## src/rtl/bitnet_pkg.sv

```systemverilog
// Shared enums for the streaming majority voter.
package bitnet_pkg;

    typedef enum logic {
        ACCUM  = 1'b0,
        OUTPUT = 1'b1
    } state_t;

    typedef enum logic {
        MODE_FWD = 1'b0,
        MODE_BWD = 1'b1
    } mode_t;

endpackage

```

## src/rtl/popcount_n.sv

```systemverilog
// Combinational population count built as a recursive balanced adder tree.
module popcount_n #(
    parameter int unsigned WIDTH = 3
) (
    input  logic [WIDTH-1:0]               data,
    output logic [$clog2(WIDTH+1)-1:0]     count
);

    localparam int unsigned CW = $clog2(WIDTH + 1);

    generate
        if (WIDTH == 1) begin : g_leaf
            assign count = data;
        end else begin : g_split
            localparam int unsigned LO = WIDTH / 2;
            localparam int unsigned HI = WIDTH - LO;

            logic [$clog2(LO+1)-1:0] lo_cnt;
            logic [$clog2(HI+1)-1:0] hi_cnt;

            popcount_n #(.WIDTH(LO)) u_lo (
                .data  (data[LO-1:0]),
                .count (lo_cnt)
            );

            popcount_n #(.WIDTH(HI)) u_hi (
                .data  (data[WIDTH-1:LO]),
                .count (hi_cnt)
            );

            assign count = CW'(lo_cnt) + CW'(hi_cnt);
        end
    endgenerate

endmodule

```

## src/rtl/pmaj_stream.sv

```systemverilog
// Streaming majority voter: accumulates BEATS beats of WIDTH vote bits and
// emits one replicated result bit per vote over a valid/ready handshake.
module pmaj_stream
    import bitnet_pkg::*;
#(
    parameter int unsigned WIDTH     = 3,
    parameter int unsigned BEATS     = 1,
    parameter int unsigned OUT_WIDTH = 3
) (
    input  logic                 clk_in,
    input  logic                 rst_in,
    input  logic                 mode_in,
    input  logic                 control_in,
    input  logic                 s_valid_in,
    output logic                 s_ready_out,
    input  logic [WIDTH-1:0]     s_data_in,
    output logic                 m_valid_out,
    input  logic                 m_ready_in,
    output logic [OUT_WIDTH-1:0] m_data_out,
    output logic                 m_control_out
);

    localparam int unsigned N  = WIDTH * BEATS;
    localparam int unsigned CW = $clog2(N + 1);
    localparam int unsigned PW = $clog2(WIDTH + 1);
    localparam int unsigned BW = (BEATS > 1) ? $clog2(BEATS) : 1;

    state_t          state;
    logic [CW-1:0]   count;
    logic [BW-1:0]   beat_cnt;
    mode_t           mode_q;
    logic            ctrl_q;
    logic            valid_q;
    logic            result_q;
    logic            ctl_out_q;

    logic [PW-1:0]   beat_pop;
    logic            first_beat;
    logic            last_beat;
    mode_t           mode_eff;
    logic            ctrl_eff;
    logic [CW-1:0]   sum;
    logic [31:0]     twice_sum;
    logic            vote;

    popcount_n #(.WIDTH(WIDTH)) u_pop (
        .data  (s_data_in),
        .count (beat_pop)
    );

    // On the first beat the live mode/control apply; later beats use the latched copy.
    always_comb begin
        first_beat = (beat_cnt == '0);
        last_beat  = (32'(beat_cnt) == BEATS - 1);
        mode_eff   = first_beat ? mode_t'(mode_in) : mode_q;
        ctrl_eff   = first_beat ? control_in : ctrl_q;
        sum        = CW'(32'(count) + 32'(beat_pop));
        twice_sum  = 32'(sum) << 1;
        if (twice_sum > N) begin
            vote = 1'b1;
        end else if (twice_sum < N) begin
            vote = 1'b0;
        end else begin
            vote = (mode_eff == MODE_FWD) ? ctrl_eff : 1'b0;
        end
    end

    // Ready is gated by reset so no beat is accepted in a reset cycle.
    assign s_ready_out   = (state == ACCUM) && !rst_in;
    assign m_valid_out   = valid_q;
    assign m_data_out    = {OUT_WIDTH{result_q}};
    assign m_control_out = ctl_out_q;

    always_ff @(posedge clk_in) begin
        if (rst_in) begin
            state     <= ACCUM;
            count     <= '0;
            beat_cnt  <= '0;
            mode_q    <= MODE_FWD;
            ctrl_q    <= 1'b0;
            valid_q   <= 1'b0;
            result_q  <= 1'b0;
            ctl_out_q <= 1'b0;
        end else begin
            case (state)
                ACCUM: begin
                    if (s_valid_in) begin
                        if (first_beat) begin
                            mode_q <= mode_t'(mode_in);
                            ctrl_q <= control_in;
                        end
                        if (last_beat) begin
                            result_q  <= vote;
                            ctl_out_q <= (mode_eff == MODE_BWD) && vote;
                            count     <= '0;
                            beat_cnt  <= '0;
                            valid_q   <= 1'b1;
                            state     <= OUTPUT;
                        end else begin
                            count    <= sum;
                            beat_cnt <= beat_cnt + BW'(1);
                        end
                    end
                end
                OUTPUT: begin
                    if (m_ready_in) begin
                        valid_q <= 1'b0;
                        state   <= ACCUM;
                    end
                end
                default: begin
                    state <= ACCUM;
                end
            endcase
        end
    end

endmodule

```

## config.mk

```make
export PLATFORM = sky130hd
export DESIGN_NAME = pmaj_stream
export DESIGN_NICKNAME = d
export VERILOG_FILES = /design/src/rtl/bitnet_pkg.sv /design/src/rtl/popcount_n.sv /design/src/rtl/pmaj_stream.sv
export SDC_FILE = /design/constraint.sdc
export NUM_CORES = 1
export LEC_CHECK = 0
export BUFFER_PORTS_ARGS = -buffer_cell sky130_fd_sc_hd__buf_2
export CAP_MARGIN = 5
export CELL_PAD_IN_SITES_DETAIL_PLACEMENT = 1
export CELL_PAD_IN_SITES_GLOBAL_PLACEMENT = 1
export CORE_AREA = 2 2 39 41
export CTS_CLUSTER_SIZE = 20
export DETAILED_ROUTE_END_ITERATION = 16
export DIE_AREA = 0 0 41 43
export GPL_ROUTABILITY_DRIVEN = 1
export PLACE_DENSITY_LB_ADDON = 0.1
export SLEW_MARGIN = 20
export SYNTH_ARGS = -nofsm -noshare
export SYNTH_HDL_FRONTEND = slang
export SYNTH_SLANG_ARGS = --single-unit
```

## constraint.sdc

```tcl
create_clock -name clk_in -period 1.2 [get_ports clk_in]
set_input_delay 0.06 -clock clk_in [delete_from_list [all_inputs] [get_ports clk_in]]
set_output_delay 0.06 -clock clk_in [all_outputs]
set_load 0.01 [all_outputs]
```

==> results of run 1 <==
## cell families (layout without fill, tap and decap cells)
group / after synthesis / count (layout)
buf+inv: 5 / 18
flops: 4 / 4
compound gates: 4 / 4
fa+ha+maj: 1 / 1
xor+xnor: 1 / 1
simple gates: 8 / 8
## layer usage
layer  up-vias  GRT usage (%)  part of all wire, %
li1         99              -                    -
met2         8           8.44                   52
met1        92           7.40                   40
met3         0           3.14                  7.9
met5         -              0                    0
met4         0           6.00                    0
## critical path: stages, from the launching register on
cell and delay (ns):
dfxtp_1 0.40, nor2_1 0.08, buf_2 0.14
## cell type report
class / count / share of cell area, %
clock buffer: 3 / 7.66
tap: 16 / 6.81
inverter: 2 / 2.55
timing repair buffer: 13 / 22.1
sequential: 4 / 27.2
multi-input combinational: 14 / 33.6
## power groups by stage
stage          Sequential (µW)  Clock, µW  Combinational [µW]
2_1_floorplan              156          0                49.3
3_3_place_gp               153          0                72.2
3_5_place_dp               154          0                72.7
4_1_cts                    152        173                73.1
5_1_grt                    154        189                80.0
6_report                   152        164                71.5
## Yosys cell counts (all sizes together)
| master | count | area, µm² |
|---|---|---|
| nand3b | 1 | 7.51 |
| buf | 3 | 22.5 |
| nor2b | 1 | 13.8 |
| nor2 | 4 | 17.5 |
| nand2 | 2 | 7.51 |
| a21oi | 2 | 10.0 |
| inv | 2 | 7.51 |
| ha | 1 | 12.5 |
| a211oi | 1 | 12.5 |
| dfxtp | 4 | 80.1 |
| xor2 | 1 | 8.76 |
| o32ai | 1 | 8.76 |
## state kept, by name, indices dropped and copies added, names as in the netlist
register	count
result_q	1
state	1
m_valid_out	1
m_control_out	1
## through the flow
stage,instances,area (µm²)
2_1_floorplan,23,209
3_3_place_gp,49,272
3_5_place_dp,49,272
4_1_cts,52,294
5_1_grt,52,294
6_report,52,294
## placed cells by master (no fill, tap or decap)
| cell type | n |
|---|---|
| nor2_1 | 3 |
| dfxtp_1 | 4 |
| o32ai_1 | 1 |
| a211oi_2 | 1 |
| nand2_1 | 2 |
| a21oi_1 | 2 |
| clkbuf_4 | 3 |
| inv_1 | 2 |
| ha_1 | 1 |
| nand3b_1 | 1 |
| nor2_2 | 1 |
| buf_2 | 13 |
| xor2_1 | 1 |
| nor2b_4 | 1 |
## final timing paths
check,start,to,slack (ns),depth (start not counted)
hold / removal,rst_in,result_q$_SDFFE_PP0P_,0.06,2
setup reg to reg,state$_SDFF_PP0_,m_control_out$_SDFFE_PP0P_,0.36,3
hold reg to reg,m_valid_out$_SDFFE_PP0P_,m_valid_out$_SDFFE_PP0P_,0.48,2
setup / recovery,state$_SDFF_PP0_,s_ready_out,0.30,2
==> results.py, run 1 <==
metrics = {
    "run_status": {
        "status": "complete, no violations",
    },
    "worst_setup_path": {
        "required_ns": 1.14,
        "crit_arrival_ns": 0.84,
        "cp_max_fo": 4,
        "start_kind": "flop",
        "end_kind": "output pin",
        "worst-setup-path-type": "reg -> out",
    },
    "timing": {
        "finalCriticalPeriod_ns": 0.902,
        "maxSlewHeadroom_pct": 83.7,
        "setup_viol": 0,
        "period_share_pct": 75.1,
        "worst_slack_ns": 0.298,
        "max_slew.worst_pin.slew_ns": 0.243,
        "hold-worst-slack_ns": 0.0618,
        "setup_tns_ns": 0,
        "fin_worst_skew_ns": 0.00265,
        "fmax_ghz": 1.11,
        "hold_viol": 0,
        "maxSlewViolCount": 0,
        "rsz0062_at_grt": "false",
    },
    "job": {
        "drv_cap": 0,
    },
    "clocking": {
        "clock_latency_ns": 0.23,
        "cts_made_buffers": 3,
        "cts_tree": "built",
        "cts.clk_slew.worst_paths_ns": 0.04,
        "ctsResizeCount": 0,
        "cts_setup_buffers": 0,
        "cts.sinks": 4,
        "cts-htree-levels": 1,
        "root_buffer": "clkbuf_4",
        "clockBufferDepth": 2,
        "hold_buffers": 0,
    },
    "power": {
        "p_comb_share_pct": 18.5,
        "p_sw_uw": 96.9,
        "peakVddDrop_uv": 211,
        "power.share.sequential_pct": 39.3,
        "cellLeakagePower_uw": 0.000148,
        "clkPwrFrac_pct": 42.3,
        "intPower_uw": 290,
        "powerDensity_nw_per_um2": 1320,
        "finalPower_uw": 387,
        "switching_share_pct": 25.0,
    },
    "grt": {
        "grt_pass1_wl_um": 724,
        "grt_max_degree": 7,
        "grt_pass1_vias": 198,
        "grt-ovfl-total": 0,
        "antenna_found_initial": 0,
        "grt_usage_pct": 6.53,
    },
    "logic_synthesis": {
        "ys_seq_elements": 4,
        "avgSynthCellArea_um2": 9.08,
        "synth_compound_area_share_pct": 15.0,
        "synth_top_family_by_area": "simple AND/OR/NAND/NOR gates",
        "yosys.cell_types.count": 13,
        "yosys-mux-area-fraction_pct": 0,
        "syn_inst": 23,
        "syn_nets": 33,
        "ys_seq_area_share_pct": 38.3,
        "post_synth_xor_area_fraction_pct": 4.19,
        "syn-cell-area_um2": 209,
        "synthSimpleGateAreaFrac_pct": 22.2,
        "synthAdderAreaFrac_pct": 5.99,
        "ys_warn_count": 0,
    },
    "route": {
        "finalWirelength_um": 443,
        "wire_per_inst_um": 8.52,
        "avgViaCountPerCell": 3.83,
        "dr.pass1.iters": 2,
        "drc": 0,
        "ant_nets": 0,
        "drt_iter0_markers": 1,
        "vias": 199,
    },
    "cells_and_area": {
        "register_area_um2": 80.1,
        "multi_input_area_um2": 98.8,
        "final_util_pct": 21.2,
        "fin_nets": 48,
        "area_delta_synth_final_pct": 40.7,
        "fillers": 179,
        "drive_above_1_share_pct": 52.8,
        "n_antenna_cell": 0,
    },
    "die": {
        "die_h_um": 43,
        "io_pins": 15,
        "core_area_um2": 1380,
        "dieWidth_um": 41,
        "rows": 14,
        "initial_core_util_pct": 15.1,
        "die-area_um2": 1760,
    },
    "place": {
        "port_buffers": 13,
        "dp_slack_ns": 0.191,
        "gp_congestion": 0.649,
        "dpl.hpwl_um": 372,
    },
    "worst_hold_path": {
        "worstHoldPathType": "in -> reg",
    },
}
(Power assumes the default switching activity.)
==> run 2: changes to the inputs <==
clock period = 0.8 ns   (was 1.2 ns; I/O delays follow)
==> run 2 against run 1 <==
The run now ends with negative setup slack left. Critical path depth grew 1. Worst setup slack lost 0.41 ns. Worst hold slack gained 0.020 ns. Non-clock buffer count grew 4. Combinational power grew 110%. Cell area grew 19%. Clock skew shrank 0.0018 ns. Register-to-register slack lost 0.44 ns. Critical endpoint unchanged.
==> results.py, run 2 (same netlist as run 1, synthesis figures left out) <==
metrics = {
    "place": {
        "gp_congestion": 0.646,
        "port_buffers": 13,
        "place_area_um2": 279,
        "dp_slack_ns": -0.185,
    },
    "worst_hold_path": {
        "hold_depth": 2,
        "worstHoldPathType": "in -> reg",
    },
    "clocking": {
        "clock_latency_ns": 0.23,
        "cts_tree": "built",
        "clockBufferDepth": 2,
        "root_buffer": "clkbuf_4",
        "cts.clk_slew.worst_paths_ns": 0.04,
        "hold_buffers": 0,
        "cts.sinks": 4,
        "cts_made_buffers": 3,
        "cts-htree-levels": 1,
    },
    "grt": {
        "antenna_found_initial": 0,
        "grt_busiest_layer": "met2",
        "gr-usage-met3_pct": 9.42,
        "grt_pass1_wl_um": 800,
        "grt_max_degree": 7,
        "grt_use_met2_pct": 9.69,
        "grt_util_met1_pct": 7.72,
        "grt-ovfl-total": 0,
        "grt_pass1_vias": 188,
        "grt_usage_pct": 7.63,
    },
    "power": {
        "cellLeakagePower_uw": 0.000172,
        "powerDensity_nw_per_um2": 1780,
        "peakVddDrop_uv": 1020,
    },
    "timing": {
        "fmax_ghz": 1.09,
        "hold_viol": 0,
        "rsz0062_at_grt": "true",
        "worst_slack_ns": -0.115,
        "fin_worst_skew_ns": 0.000839,
        "max_slew.worst_pin.slew_ns": 0.257,
        "period_share_pct": 114,
        "setup_viol": 5,
        "finalCriticalPeriod_ns": 0.915,
        "hold-worst-slack_ns": 0.0815,
        "maxSlewViolCount": 0,
        "maxSlewHeadroom_pct": 82.8,
    },
    "die": {
        "dieWidth_um": 41,
        "die_h_um": 43,
        "initial_core_util_pct": 15.1,
        "die-area_um2": 1760,
        "rows": 14,
        "io_pins": 15,
        "core_area_um2": 1380,
    },
    "cells_and_area": {
        "n_antenna_cell": 0,
        "fillers": 178,
        "final_util_pct": 25.3,
        "multi_input_area_um2": 110,
        "drive_above_1_share_pct": 67.5,
        "register_area_um2": 85.1,
        "fin_nets": 52,
        "design_area_um2": 350,
        "final_common_cell": "buf_2",
        "area_delta_synth_final_pct": 67.7,
        "layout_common_cells": "12 x buf_2, 3 x clkbuf_4, 3 x buf_4",
    },
    "route": {
        "wire_per_inst_um": 9.96,
        "avgViaCountPerCell": 3.82,
        "drc": 0,
        "drt_iter0_markers": 4,
        "finalWirelength_um": 558,
        "vias": 214,
        "ant_nets": 0,
        "dr.pass1.iters": 2,
    },
    "worst_setup_path": {
        "cp_max_fo": 3,
        "crit_arrival_ns": 0.88,
        "required_ns": 0.76,
        "end_kind": "output pin",
        "start_kind": "flop",
        "rr_worst_depth": 3,
        "worst-setup-path-type": "reg -> out",
    },
    "job": {
        "drv_cap": 0,
    },
    "run_status": {
        "status": "finished with violations",
        "violations": "negative setup slack",
    },
}
## run 2: layer usage
metal / part of all wire (%) / vias up / wire [µm]
li1: - / 107 / -
met1: 41 / 99 / 229
met2: 50 / 8 / 279
met3: 8.6 / 0 / 48
met4: 0 / 0 / 0
met5: 0 / - / 0
## run 2: layout make-up
class	instances	share of cell area, %
Sequential cell	4	24.3
Tap cell	16	5.71
Timing Repair Buffer	17	30.0
Multi-Input combinational cell	14	31.4
Clock buffer	3	6.43
Inverter	2	2.14
## run 2: worst paths after layout
| kind | start | to | slack, ns |
|---|---|---|---|
| worst min register to register | m_valid_out$_SDFFE_PP0P_ | m_valid_out$_SDFFE_PP0P_ | 0.48 |
| worst max register to register | state$_SDFF_PP0_ | m_control_out$_SDFFE_PP0P_ | -0.08 |
| worst min-delay path | rst_in | result_q$_SDFFE_PP0P_ | 0.08 |
| worst max-delay path | state$_SDFF_PP0_ | s_ready_out | -0.12 |
## run 2: report_power, final
group	internal [µW]	switching, µW	total, µW
clock network	168	79.9	248
registers	216	12.5	229
logic	79.1	68.7	148
total	463	161	624
## run 2: critical path, cell delays in order, from the launching register on
cell and delay [ns]:
dfxtp_4 0.35, buf_6 0.12, nor2_4 0.07, buf_6 0.10
## run 2: timing repair
item                       4_1_cts  5_1_grt
setup buffers                    1        2
gates resized for setup          7        1
pin swaps                        4        1
setup endpoints to repair        6        5
## run 2: through the flow
step | total power, µW | cells | TNS [ns]
global placement | 343 | 50 | -0.300
global route | 685 | 56 | -0.576
detailed placement | 349 | 50 | -0.336
floorplan | 308 | 23 | 0
finish | 624 | 56 | -0.320
CTS | 630 | 54 | -0.314
